===== src/rtl/uart_tx_arbiter.sv =====
// uart_tx_arbiter
//
// Shares one UART transmitter among up to eight byte-stream requesters.
// Arbitration is round robin, starting the search one past the last owner.
// A grant is packet-locked. The owner keeps the transmitter until it sends a
// byte flagged last, reaches MAX_BURST bytes, or leaves its lane idle for
// STALL_MAX cycles.
//
// Ports
//   clk        system clock
//   rst        asynchronous, active-high reset
//   req_valid  [N_REQ]    requester i has a byte on lane i
//   req_data   [8*N_REQ]  byte lanes; lane i is bits [8i+7:8i]
//   req_last   [N_REQ]    lane i byte closes its packet
//   req_ready  [N_REQ]    one-hot accept strobe (combinational)
//   tx_busy    UART TX core is shifting a frame
//   tx_wr      one-cycle write strobe to the UART TX core
//   tx_data    byte presented with tx_wr
//   grant      [N_REQ]    one-hot current owner, 0 when nobody owns the TX
//   busy       a grant is active
module uart_tx_arbiter #(
    parameter int N_REQ     = 4,
    parameter int MAX_BURST = 16,
    parameter int STALL_MAX = 255
) (
    input  logic                 clk,
    input  logic                 rst,
    input  logic [N_REQ-1:0]     req_valid,
    input  logic [8*N_REQ-1:0]   req_data,
    input  logic [N_REQ-1:0]     req_last,
    output logic [N_REQ-1:0]     req_ready,
    input  logic                 tx_busy,
    output logic                 tx_wr,
    output logic [7:0]           tx_data,
    output logic [N_REQ-1:0]     grant,
    output logic                 busy
);

    localparam logic [1:0] S_IDLE  = 2'd0;
    localparam logic [1:0] S_LOAD  = 2'd1;
    localparam logic [1:0] S_GUARD = 2'd2;

    localparam logic [7:0] BURST_LIM = 8'(MAX_BURST);
    localparam logic [7:0] STALL_LIM = 8'(STALL_MAX);

    // 8-bit counters stick at all-ones instead of wrapping.
    function automatic logic [7:0] sat_inc(input logic [7:0] v);
        return (v == 8'hFF) ? v : v + 8'd1;
    endfunction

    logic [1:0] state_q, state_d;
    logic       own_q, own_d;      // a grant is held
    logic [2:0] g_q, g_d;          // index of the owner
    logic [2:0] last_q, last_d;    // index of the previous owner
    logic [7:0] burst_q, burst_d;
    logic [7:0] stall_q, stall_d;
    logic       tx_wr_q, tx_wr_d;
    logic [7:0] tx_data_q, tx_data_d;

    logic [N_REQ-1:0] grant_vec;
    logic             owner_valid;
    logic             owner_last;
    logic [7:0]       lane_data;
    logic             xfer;
    logic [7:0]       burst_inc;
    logic [7:0]       stall_inc;
    logic             pick_found;
    logic [2:0]       pick_idx;

    assign grant_vec   = own_q ? N_REQ'(8'b1 << g_q) : '0;
    assign owner_valid = |(req_valid & grant_vec);
    assign owner_last  = |(req_last & grant_vec);
    assign req_ready   = (state_q == S_LOAD && !tx_busy) ? (req_valid & grant_vec) : '0;
    assign xfer        = |req_ready;
    assign burst_inc   = sat_inc(burst_q);
    assign stall_inc   = sat_inc(stall_q);

    // Owner lane mux.
    always_comb begin
        lane_data = 8'h00;
        for (int i = 0; i < N_REQ; i++) begin
            if (g_q == 3'(i)) lane_data = req_data[8*i +: 8];
        end
    end

    // Round-robin pick: lowest valid lane above last_q, else lowest valid lane
    // overall (the wrap). Descending loops leave the lowest match in pick_idx.
    always_comb begin
        pick_found = 1'b0;
        pick_idx   = 3'd0;
        for (int i = N_REQ - 1; i >= 0; i--) begin
            if (req_valid[i] && (3'(i) > last_q)) begin
                pick_found = 1'b1;
                pick_idx   = 3'(i);
            end
        end
        if (!pick_found) begin
            for (int i = N_REQ - 1; i >= 0; i--) begin
                if (req_valid[i]) begin
                    pick_found = 1'b1;
                    pick_idx   = 3'(i);
                end
            end
        end
    end

    always_comb begin
        state_d   = state_q;
        own_d     = own_q;
        g_d       = g_q;
        last_d    = last_q;
        burst_d   = burst_q;
        stall_d   = stall_q;
        tx_wr_d   = 1'b0;
        tx_data_d = tx_data_q;

        case (state_q)
            S_IDLE: begin
                if (pick_found) begin
                    own_d   = 1'b1;
                    g_d     = pick_idx;
                    burst_d = 8'd0;
                    stall_d = 8'd0;
                    state_d = S_LOAD;
                end
            end

            S_LOAD: begin
                if (xfer) begin
                    tx_wr_d   = 1'b1;
                    tx_data_d = lane_data;
                    burst_d   = burst_inc;
                    stall_d   = 8'd0;
                    // last and burst limit together still release only once
                    if (owner_last || burst_inc >= BURST_LIM) begin
                        last_d = g_q;
                        own_d  = 1'b0;
                    end
                    state_d = S_GUARD;
                end else if (!tx_busy && !owner_valid) begin
                    // stall counter only runs while the TX core is free
                    stall_d = stall_inc;
                    if (stall_inc >= STALL_LIM) begin
                        last_d  = g_q;
                        own_d   = 1'b0;
                        state_d = S_IDLE;
                    end
                end
            end

            S_GUARD: begin
                // Gives the TX core a cycle to raise tx_busy. After a release
                // this cycle already arbitrates, so the next owner is granted
                // two cycles after the releasing transfer.
                if (own_q) begin
                    state_d = S_LOAD;
                end else if (pick_found) begin
                    own_d   = 1'b1;
                    g_d     = pick_idx;
                    burst_d = 8'd0;
                    stall_d = 8'd0;
                    state_d = S_LOAD;
                end else begin
                    state_d = S_IDLE;
                end
            end

            default: state_d = S_IDLE;
        endcase
    end

    always_ff @(posedge clk or posedge rst) begin
        if (rst) begin
            state_q   <= S_IDLE;
            own_q     <= 1'b0;
            g_q       <= 3'd0;
            last_q    <= 3'(N_REQ - 1);
            burst_q   <= 8'd0;
            stall_q   <= 8'd0;
            tx_wr_q   <= 1'b0;
            tx_data_q <= 8'h00;
        end else begin
            state_q   <= state_d;
            own_q     <= own_d;
            g_q       <= g_d;
            last_q    <= last_d;
            burst_q   <= burst_d;
            stall_q   <= stall_d;
            tx_wr_q   <= tx_wr_d;
            tx_data_q <= tx_data_d;
        end
    end

    assign tx_wr   = tx_wr_q;
    assign tx_data = tx_data_q;
    assign grant   = grant_vec;
    assign busy    = own_q;

endmodule

===== config.mk =====
export PLATFORM = sky130hd
export DESIGN_NAME = uart_tx_arbiter
export DESIGN_NICKNAME = d
export VERILOG_FILES = /design/src/rtl/uart_tx_arbiter.sv
export SDC_FILE = /design/constraint.sdc
export NUM_CORES = 1
export LEC_CHECK = 0
export CAP_MARGIN = 20
export CORE_MARGIN = 10
export CORE_UTILIZATION = 30
export DETAILED_ROUTE_END_ITERATION = 10
export GPL_TIMING_DRIVEN = 0
export HOLD_SLACK_MARGIN = 0.03
export SLEW_MARGIN = 10
export SYNTH_ARGS = -nofsm -noshare
export SYNTH_HDL_FRONTEND = slang
export SYNTH_SLANG_ARGS = --single-unit

===== constraint.sdc =====
create_clock -name clk -period 3.9 [get_ports clk]
set_input_delay 0.975 -clock clk [delete_from_list [all_inputs] [get_ports clk]]
set_output_delay 0.975 -clock clk [all_outputs]
set_load 0.1 [all_outputs]

==> results of run 1 <==
==> critical path: stages <==
cell	delay [ns]
clkdlybuf4s50_1	0.48
nor2_1	0.34
and3_1	0.22
clkdlybuf4s15_1	0.83
==> registers in the layout, indices dropped and copies added (netlist names) <==
| register | flops |
|---|---|
| burst_q | 8 |
| busy | 1 |
| g_q | 2 |
| last_q | 2 |
| stall_q | 8 |
| state_q | 2 |
| tx_data | 8 |
| tx_wr | 1 |
==> worst paths after layout <==
| check | start | endpoint | slack, ns | depth (start not counted) |
|---|---|---|---|---|
| setup reg to reg | stall_q[0]$_DFFE_PP0P_ | last_q[1]$_DFFE_PP1P_ | 1.21 | 8 |
| hold reg to reg | tx_data[0]$_DFFE_PP0P_ | tx_data[0]$_DFFE_PP0P_ | 0.51 | 1 |
| min in group asynchronous | rst | burst_q[3]$_DFFE_PP0P_ | 1.11 | 2 |
| hold / removal | tx_data[0]$_DFFE_PP0P_ | tx_data[0]$_DFFE_PP0P_ | 0.51 | 1 |
| setup / recovery | tx_busy | req_ready[3] | 0.08 | 4 |
| max in group asynchronous | rst | tx_data[1]$_DFFE_PP0P_ | 2.34 | 2 |
==> area by class of cell <==
cell class,instances,area [µm²],share of cell area [%]
buffer,12,61.3,2.17
clock buffer,8,90.1,3.19
inverter,9,33.8,1.20
multi-input combinational,155,1140,40.4
sequential,32,803,28.4
tap,77,96.3,3.41
timing repair buffer,60,601,21.2
==> metrics by stage <==
step / total power, mW / TNS, ns
floorplan: 1.52 / -0.318
global placement: 1.84 / -0.899
detailed placement: 1.84 / -0.915
CTS: 2.12 / 0
global route: 2.21 / 0
finish: 2.09 / 0
==> metal layers <==
metal | track usage (%) | part of all wire [%] | vias to the layer above
met2 | 19.0 | 49 | 51
met4 | 4.23 | 1.2 | 0
met1 | 14.5 | 45 | 926
met5 | 0 | 0 | -
li1 | - | - | 902
met3 | 3.10 | 4.9 | 4
==> power breakdown <==
group          switching (mW)  internal (mW)
logic                   0.895          0.420
registers              0.0767          0.433
clock network           0.123          0.144
total                    1.10          0.998
==> cells by family (layout without fill, tap and decap cells) <==
logic type / count (synthesis) / count (layout) / synth area share [%]
fa+ha+maj: 2 / 2 / 1.23
xor+xnor: 5 / 5 / 2.16
mux: 24 / 24 / 18.1
simple gates: 78 / 78 / 18.9
compound gates: 46 / 46 / 15.4
buf+inv: 21 / 89 / 4.69
flops: 32 / 32 / 39.6
==> cells in the final DEF (no fill, tap or decap), drive strengths merged, types with 2 or more instances in the layout <==
cell type      instances
clkdlybuf4s50         54
dfrtp                 30
nor2                  21
nand2                 19
clkbuf                15
a21oi                 12
o21ai                 11
nand3                  9
and3                   9
inv                    9
mux4                   9
mux2                   9
mux2i                  6
buf                    6
nand4                  5
xor2                   5
or2                    3
clkdlybuf4s15          3
nor3                   3
nand2b                 2
o22a                   2
nor4                   2
a211oi                 2
a31oi                  2
o32ai                  2
a41oi                  2
o221ai                 2
ha                     2
dfstp                  2
dlymetal6s2s           2
==> repair_timing <==
item,CTS,global route
gates resized for setup,4,7
pin swaps,0,0
setup endpoints to repair,4,6
==> results.json, run 1 <==
{
  "ys_types": 49,
  "htreeDepth": 2,
  "synthArstFlopShare_pct": 100,
  "ys.warnings.count": 0,
  "grt_pass1_wl_um": 9660,
  "grtUsageTotal_pct": 11.7,
  "max_clock_freq_mhz": 262,
  "grt_overflow": 0,
  "worst_pin_slew_ns": 0.992,
  "fin_crit_ns": 3.82,
  "routed_via_density": 5.33,
  "routed_wl_um": 5640,
  "synth_common_cells": "dfrtp_1 (30), nor2_1 (21), nand2_1 (19)",
  "fin_skew_ns": 0.00587,
  "synth_nets": 253,
  "cts_made_buffers": 5,
  "clk_pin_slew_ns": 0.06,
  "synth_flop_cell": "dfrtp_1",
  "std_cell_rows": 29,
  "routed-via-count": 1883,
  "die_x_um": 102,
  "routabilityCongestion": 0.820,
  "fin_hold_ws_ns": 0.510,
  "grt_max_degree": 33,
  "fin_nets": 320,
  "ir_worst_vdd_mv": 0.714,
  "post_cts_buffers": 0,
  "cap_violations": 0,
  "coreArea_um2": 6460,
  "end_kind": "output pin",
  "first_pass_iters": 4,
  "clock-sinks": 32,
  "finalCritPeriodShare_pct": 98.0,
  "ys_seq_area_share_pct": 39.6,
  "synth_edf_count": 0,
  "relSlewSlack_pct": 33.7,
  "stdcell_count": 353,
  "status": "finished, final reports clean",
  "drtIter0Drc": 149,
  "syn_area_per_cell_um2": 9.76,
  "p_per_area_nw_per_um2": 741,
  "rsz0062_at_grt": "no",
  "cts_root_buf": "clkbuf_8",
  "syn_to_final_growth_pct": 39.3,
  "drc": 0,
  "ys_ff_latch": 32,
  "port_buffers": 60,
  "drive_gt1_share_pct": 15.6,
  "placed_cell_area_um2": 2740,
  "layout_setup_ws_ns": 0.0767,
  "pin_count": 61,
  "initial_core_util_pct": 31.4,
  "path_max_fanout": 7,
  "n_fill_cell": 653,
  "maxSlewViolCount": 0,
  "ant_nets": 0,
  "dp_slack_ns": -0.243,
  "holdBufCountCts": 0,
  "antenna_cells": 0,
  "yosysTopAreaCell": "dfrtp_1",
  "stdcell_area_um2": 2830,
  "dieArea_um2": 10500,
  "wire_per_inst_um": 16.0,
  "arrival_ns": 2.85,
  "clock_latency_ns": 0.28,
  "clockBufferDepth": 2,
  "cp.required_ns": 2.92,
  "netlist.area_leader.share_pct": 37.0,
  "antenna_found_initial": 0,
  "yosysMostFrequentCell": "dfrtp_1",
  "syn_inst": 208,
  "cts_tree": "done",
  "placedCellCount": 345,
  "min_path_type": "reg2reg",
  "grt_pass1_vias": 1905,
  "setup_viol": 0,
  "dp_hpwl_um": 4270,
  "p_leak_nw": 1.21,
  "worstSetupStartpointType": "input port",
  "path_class": "in2out",
  "hold_violations": 0,
  "fp.dieH_um": 102,
  "synth.cell_area_um2": 2030,
  "ys_top_cells_by_area": "dfrtp_1 (37%), mux4_2 (8.9%), mux2_2 (4.4%), nor2_1 (3.9%), nand2_1 (3.5%)",
  "fin_util_pct": 43.8
}
No activity file was read; power rests on OpenSTA's default activity.
==> inputs of run 2 (changes only) <==
clock period = 4.6 ns   (was 3.9 ns; I/O delays follow)
==> run 2 against run 1 <==
  * Count of clock-buffer cells in the layout fell by 2
  * Global-route usage rose by 0.28 points
  * Clock power barely moved
  * Via count fell by 1.6%
  * Cell count did not move
  * Non-clock buffer count did not move
  * Die area did not move
  * Hold slack got worse by 0.0021 ns
  * Critical path type unchanged
  * Critical endpoint unchanged
  * Largest power group unchanged
==> results.json, run 2 (synthesis gave the netlist of run 1 again) <==
{
  "fin_skew_ns": 0.00936,
  "routed_via_density": 5.25,
  "grt_pass1_wl_um": 9780,
  "worstSetupStartpointType": "input port",
  "cts_made_buffers": 5,
  "hold_violations": 0,
  "min_path_type": "reg2reg",
  "fp.dieH_um": 102,
  "first_pass_iters": 4,
  "setup_tns_ns": 0,
  "clockBufferDepth": 2,
  "fin_nets": 320,
  "htreeDepth": 2,
  "placedCellCount": 345,
  "drc": 0,
  "layout_setup_ws_ns": 0.504,
  "drive_gt1_share_pct": 14.1,
  "die_x_um": 102,
  "routabilityCongestion": 0.816,
  "finalCritPeriodShare_pct": 89.0,
  "stdcell_area_um2": 2840,
  "ant_nets": 0,
  "std_cell_rows": 29,
  "most-common-layout-cells": "clkdlybuf4s50_1 (56), dfrtp_1 (30), nor2_1 (21), nand2_1 (19), a21oi_1 (12)",
  "pin_count": 61,
  "clock_latency_ns": 0.29,
  "grt_pass1_vias": 1895,
  "dp_slack_ns": 0.109,
  "max_clock_freq_mhz": 244,
  "p_leak_nw": 1.26,
  "crit_start": "tx_busy",
  "relSlewSlack_pct": 32.8,
  "status": "finished, final reports clean",
  "end_kind": "output pin",
  "fin_crit_ns": 4.10,
  "path_max_fanout": 7,
  "routed-via-count": 1852,
  "regArea_um2": 803,
  "dieArea_um2": 10500,
  "holdBufCountCts": 0,
  "wire_per_inst_um": 16.0,
  "n_fill_cell": 652,
  "rsz0062_at_grt": "no",
  "antenna_found_initial": 0,
  "dp_hpwl_um": 4280,
  "clk_pin_slew_ns": 0.07,
  "grt_overflow": 0,
  "initial_core_util_pct": 31.4,
  "p_per_area_nw_per_um2": 637,
  "antenna_cells": 0,
  "stdcell_count": 353,
  "multiInputGateArea_um2": 1130,
  "path_class": "in2out",
  "setup_viol": 0,
  "arrival_ns": 2.95,
  "cts_root_buf": "clkbuf_8",
  "cp.required_ns": 3.45,
  "routed_wl_um": 5660,
  "maxSlewViolCount": 0,
  "port_buffers": 60,
  "cap_violations": 0,
  "worst_pin_slew_ns": 1.01,
  "grtUsageTotal_pct": 11.9,
  "placed_cell_area_um2": 2730,
  "layout_commonest_cell": "clkdlybuf4s50_1",
  "coreArea_um2": 6460,
  "drtIter0Drc": 108,
  "r2r-start": "stall_q[0]$_DFFE_PP0P_",
  "post_cts_buffers": 0,
  "cts_tree": "done",
  "syn_to_final_growth_pct": 40.1,
  "min_from": "tx_data[2]$_DFFE_PP0P_",
  "ir_worst_vdd_mv": 0.573,
  "grt_max_degree": 33,
  "clock-sinks": 32
}
run 2: final cells by class:
cell class	count	share of cell area [%]
sequential	32	28.2
buffer	12	2.16
clock inverter	2	1.23
multi-input combinational	155	39.8
tap	77	3.39
clock buffer	6	2.55
timing repair buffer	60	21.5
inverter	9	1.19
run 2: path summary, 6_finish.rpt:
kind | endpoint | slack (ns) | cells after the start
worst max-delay path | req_ready[3] | 0.50 | 4
worst min register to register | tx_data[2]$_DFFE_PP0P_ | 0.51 | 1
min in group asynchronous | burst_q[1]$_DFFE_PP0P_ | 1.28 | 2
worst min-delay path | tx_data[2]$_DFFE_PP0P_ | 0.51 | 1
max in group asynchronous | burst_q[0]$_DFFE_PP0P_ | 2.88 | 2
worst max register to register | last_q[1]$_DFFE_PP1P_ | 2.02 | 8
run 2: power breakdown:
group / leakage, nW / internal, mW / switching, mW / total [mW]
registers: 0.407 / 0.367 / 0.0631 / 0.431
logic: 0.793 / 0.356 / 0.758 / 1.11
clock network: 0.0552 / 0.161 / 0.106 / 0.266
total: 1.26 / 0.884 / 0.926 / 1.81
run 2: per-stage QoR:
| stage | total power, mW | hold slack [ns] | utilization (%) |
|---|---|---|---|
| after CTS | 1.83 | 0.511 | 43.9 |
| after detailed placement | 1.56 | 0.496 | 42.2 |
| after floorplan | 1.28 | 0.476 | - |
| after global placement | 1.55 | 0.490 | 42.2 |
| after global routing | 1.92 | 0.525 | 44.0 |
| final | 1.81 | 0.508 | 44.0 |
run 2: per-layer routing:
layer | up-vias | part of all wire (%) | global-route usage (%)
li1 | 908 | - | -
met1 | 906 | 44 | 14.8
met2 | 32 | 50 | 18.9
met3 | 6 | 4.8 | 3.64
met4 | 0 | 1.7 | 4.88
met5 | - | 0 | 0
run 2: repair_timing:
action	4_1_cts	5_1_grt
endpoints found under the hold margin	0	0
endpoints found under the setup margin	0	4
gates resized for setup	0	4
run 2: worst max-delay path: stages:
cell and delay [ns]:
clkdlybuf4s50_1 0.48, nor2_1 0.35, and3_1 0.21, dlymetal6s2s_1 0.75
==> inputs of run 3 (changes only) <==
HOLD_SLACK_MARGIN = 0.15   (was 0.03)
==> results of run 3 <==
No change in the layout: final DEF, timing and power equal those of run 2.
